**src/rtl/instr_fetch.sv**
```systemverilog
// Instruction fetch unit: a small register-file instruction memory that is loaded while idle,
// then streams words to the CPU one at a time until a zero word or the last address is reached.
module instr_fetch #(
    parameter int DEPTH = 16,
    parameter int AW    = 4
) (
    input  logic          clk,
    input  logic          rst,
    input  logic          ld_en,
    input  logic [AW-1:0] ld_addr,
    input  logic [31:0]   ld_data,
    input  logic          start,
    input  logic          redir_en,
    input  logic [AW-1:0] redir_pc,
    input  logic          instr_rdy,
    output logic [31:0]   instr,
    output logic          instr_vld,
    output logic [AW-1:0] pc,
    output logic          busy,
    output logic          halted
);

    typedef enum logic [1:0] {
        S_IDLE  = 2'd0,
        S_FETCH = 2'd1,
        S_HOLD  = 2'd2,
        S_HALT  = 2'd3
    } state_t;

    localparam logic [AW-1:0] LAST_PC = AW'(DEPTH - 1);

    state_t                 state_q, state_d;
    logic [DEPTH-1:0][31:0] mem_q;
    logic [AW-1:0]          pc_q, pc_d;
    logic [31:0]            instr_q, instr_d;
    logic                   vld_q, vld_d;
    logic [31:0]            fetch_word;

    assign fetch_word = mem_q[pc_q];

    // Memory has no reset so a loaded program survives a CPU reset.
    always_ff @(posedge clk) begin
        if (ld_en && !busy) begin
            mem_q[ld_addr] <= ld_data;
        end
    end

    always_ff @(posedge clk or negedge rst) begin
        if (!rst) begin
            state_q <= S_IDLE;
            pc_q    <= '0;
            instr_q <= '0;
            vld_q   <= 1'b0;
        end else begin
            state_q <= state_d;
            pc_q    <= pc_d;
            instr_q <= instr_d;
            vld_q   <= vld_d;
        end
    end

    always_comb begin
        state_d = state_q;
        case (state_q)
            S_IDLE, S_HALT: begin
                if (start) state_d = S_FETCH;
            end
            S_FETCH: begin
                if (redir_en)              state_d = S_FETCH;
                else if (fetch_word == '0) state_d = S_HALT;
                else                       state_d = S_HOLD;
            end
            S_HOLD: begin
                if (redir_en)       state_d = S_FETCH;
                else if (instr_rdy) state_d = (pc_q == LAST_PC) ? S_HALT : S_FETCH;
            end
            default: state_d = S_IDLE;
        endcase
    end

    // Datapath next values; instr_vld is registered so it rises on the same edge instr loads.
    always_comb begin
        pc_d    = pc_q;
        instr_d = instr_q;
        vld_d   = 1'b0;
        case (state_q)
            S_IDLE, S_HALT: begin
                if (start) pc_d = '0;
            end
            S_FETCH: begin
                if (redir_en) begin
                    pc_d = redir_pc;
                end else begin
                    instr_d = fetch_word;
                    vld_d   = (fetch_word != '0);
                end
            end
            S_HOLD: begin
                if (redir_en) begin
                    pc_d = redir_pc;
                end else if (instr_rdy) begin
                    // Last word accepted: stop at the top address instead of wrapping.
                    if (pc_q != LAST_PC) pc_d = pc_q + AW'(1);
                end else begin
                    vld_d = 1'b1;
                end
            end
            default: ;
        endcase
    end

    always_comb begin
        busy   = (state_q == S_FETCH) || (state_q == S_HOLD);
        halted = (state_q == S_HALT);
    end

    assign instr     = instr_q;
    assign instr_vld = vld_q;
    assign pc        = pc_q;

endmodule

```
**config.mk**
```make
export PLATFORM = sky130hd
export DESIGN_NAME = instr_fetch
export DESIGN_NICKNAME = d
export VERILOG_FILES = /design/src/rtl/instr_fetch.sv
export SDC_FILE = /design/constraint.sdc
export NUM_CORES = 1
export LEC_CHECK = 0
export CAP_MARGIN = 20
export CORE_AREA = 3 3 193 195
export CTS_CLUSTER_SIZE = 16
export DETAILED_ROUTE_END_ITERATION = 12
export DIE_AREA = 0 0 196 198
export PLACE_DENSITY = 0.78
export SYNTH_ARGS = -nofsm -noshare
export SYNTH_HDL_FRONTEND = slang
export SYNTH_SLANG_ARGS = --single-unit
```
**constraint.sdc**
```tcl
create_clock -name clk -period 12.55 [get_ports clk]
set_clock_uncertainty 0.1 [all_clocks]
set_input_delay 3.1375 -clock clk [delete_from_list [all_inputs] [get_ports clk]]
set_output_delay 3.1375 -clock clk [all_outputs]
set_load 0.01 [all_outputs]
```
==> impl_metrics.tcl <==
set metrics [dict create \
    gp_congestion 0.799 \
    die_w_um 196 \
    synth_seq_area_share_pct 76.8 \
    crit_required_ns 9.31 \
    final_cell_mix "edfxtp_1 (512), mux4_2 (121), clkdlybuf4s50_1 (83)" \
    min_period_ns 5.45 \
    setup_violations 0 \
    crit_type "reg2out" \
    period_share_pct 43.4 \
    die-height_um 198 \
    hpwl_mm 26.3 \
    hp-start "instr[12]" \
    insertion_delay_ns 0.57 \
    initial_core_util_pct 59.8 \
    core-area_mm2 0.0356 \
    final_common_cell "edfxtp_1" \
    start_kind "flop" \
    finalMaxSlewViolations 0 \
    hold_buffers 0 \
    n_antenna_cell 0 \
    critical_path.max_fanout 43 \
    r2r_slack_ns 7.61 \
    avgSynthCellArea_um2 20.9 \
    tns_ns 0 \
    synth_cells 1018 \
    yosys_warnings 0 \
    vdd.ir_drop.worst_mv 0.188 \
    rows 69 \
    grt_pass1_wl_mm 70.0 \
    cap_violations 0 \
    whs_path_depth 2 \
    drc 0 \
    post_cts_buffers 0 \
    crit_family "flip-flops" \
    p_comb_share_pct 20.3 \
    slowest_delay_ns 0.96 \
    grt_usage_pct 24.4 \
    synth_area_mm2 0.0213 \
    crit_buf_inv 1 \
    intPower_mw 3.54 \
    synth_ff_type "edfxtp_1" \
    htreeDepth 2 \
    synth-async-reset-ratio_pct 7.08 \
    antenna_found_initial 0 \
    synth-edff-count 512 \
    grt_pass1_vias 11100 \
    post_cts_resized 0 \
    cts_tree "built" \
    clockBufferDepth 3 \
    dr.pass1.iters 5 \
    grt-ovfl-total 0 \
    hold_viol_final 0 \
    fmax_mhz 184 \
    via_per_inst 6.58 \
    clkSlewWorstSetupHoldPaths_ns 0.06 \
    grt_max_degree 63 \
    power.leakage_nw 7.78 \
    power.share.clock_pct 33.7 \
    synth_top_area_share_pct 72.2 \
    hp-class "reg2reg" \
    sw_frac_of_total_pct 26.4 \
    vias 10700 \
    p_sw_mw 1.27 \
    synth_fp_nets 1068 \
    holdWs_ns 0.380 \
    p_per_area_mw_per_mm2 196 \
    r2r_start "pc[1]" \
    synth_area_leader_cell "edfxtp_1" \
    rsz0062_at_grt "false" \
    worstHoldEndpoint "instr[12]" \
    ios 85 \
    cp_cell_sequence "clkdlybuf4s50_1" \
    numCtsBuffers 51 \
    postRouteAntennaNets 0 \
    drt_iter0_markers 1392 \
    worst_pin_slew_ns 1.03 \
    status "complete, no violations" \
    totalWireLength_mm 46.7 \
    end_kind "primary output" \
    synth_area_leaders "edfxtp_1 (72%), mux4_2 (13%), dfrtp_1 (4.6%)" \
    reg2reg_depth 8 \
    pwr-share-seq_pct 46.0 \
    rr_endpoint "instr_vld" \
    port-buffer-count 84 \
    dieArea_mm2 0.0388 \
    crit_arrival_ns 2.21 \
    synth.ff_latch_count 551 \
    cts_num_sinks 551 \
    routedWlPerCell_um 28.7 \
    nNetsFinal 1177 \
    layout-drive-gt1-share_pct 22.9 \
    maxSlewHeadroom_pct 31.6 \
    synth_cell_type_count 45 \
    cpMaxStageDelayCell "dfrtp_4" \
    cts_root_buf "clkbuf_16" \
    area_growth_pct 15.3 \
]
-- Yosys cell counts (2+ instances only) --
cell,instances
edfxtp_1,512
mux4_2,121
nand2_1,52
dfrtp_1,39
nor2_1,37
o21ai_0,33
mux2i_1,32
clkbuf_1,21
mux2_2,16
a21oi_1,13
a22oi_1,13
buf_6,12
o22ai_1,11
buf_4,10
nand2b_1,8
nor2b_1,8
a22o_1,7
a221oi_1,6
buf_2,6
inv_1,6
nor3_1,6
nand4_1,5
o31ai_1,5
and2_1,4
ha_1,4
a21o_1,3
nand3_1,3
o21a_1,3
or2_2,3
buf_1,2
nand4b_1,2
or3_1,2
-- worst max-delay path by stage --
stage	startpoint	endpoint	slack (ns)	depth (start not counted)
after global placement	ld_en	mem_q[116]	6.90	4
after global routing	pc[1]	pc[1]	6.93	1
after floorplan	ld_addr[2]	mem_q[0]	6.21	2
after CTS	pc[1]	pc[1]	7.00	1
final	pc[1]	pc[1]	7.10	1
after detailed placement	ld_addr[2]	mem_q[308]	6.89	3
-- through the flow --
| stage | area (um^2) | utilization (%) | setup WS [ns] | instances | total power [mW] |
|---|---|---|---|---|---|
| after global placement | 22600 | 63.6 | 6.90 | 1528 | 3.19 |
| final | 24500 | 69.0 | 7.10 | 1629 | 4.81 |
| after floorplan | 21300 | - | 6.21 | 1018 | 2.85 |
| after detailed placement | 22700 | 63.9 | 6.89 | 1533 | 3.21 |
| after global routing | 24500 | 69.0 | 6.93 | 1629 | 4.97 |
| after CTS | 24500 | 68.8 | 7.00 | 1627 | 4.82 |
-- power by group through the flow --
stage          Sequential [mW]  Combinational (mW)  Clock, mW
6_report                  2.21               0.975       1.62
4_1_cts                   2.21               0.975       1.64
5_1_grt                   2.23                1.04       1.70
2_1_floorplan             2.21               0.639          0
3_5_place_dp              2.25               0.963          0
3_3_place_gp              2.25               0.941          0
-- layer usage --
layer	part of all wire [%]	wire (um)	GRT usage [%]
met5	0	0	0
met4	3.6	1700	9.53
met3	9.7	4550	5.31
met2	48	22400	38.0
met1	39	18000	34.8
-- tightest hold or removal path, stage by stage, from the launching register on --
cell and delay [ns]:
dfrtp_1 0.34, nand2_1 0.04, o21ai_0 0.06
-- kinds of logic after synthesis --
kind of cell             after synthesis  share of synthesized area (%)
AND/OR/NAND/NOR                      133                           2.90
buffers and inverters                 58                           1.71
multiplexers                         169                           15.2
adder cells (fa/ha/maj)                4                          0.235
AO/OA/AOI/OAI                        102                           3.13
XOR/XNOR                               1                         0.0412
flip-flops                           551                           76.8
-- flip-flops by register name, summed over array words and instances (netlist names) --
| name | cells |
|---|---|
| instr | 32 |
| instr_vld | 1 |
| mem_q | 512 |
| pc | 4 |
| state_q | 2 |
-- layout make-up --
cell class,instances,area [um^2]
clock buffer,68,1440
clock inverter,26,329
fill,2077,11000
inverter,6,22.5
multi-input combinational,409,4680
sequential,551,16400
tap,461,577
timing repair buffer,108,1120
Note: power is estimated with default switching activity, not from simulation.
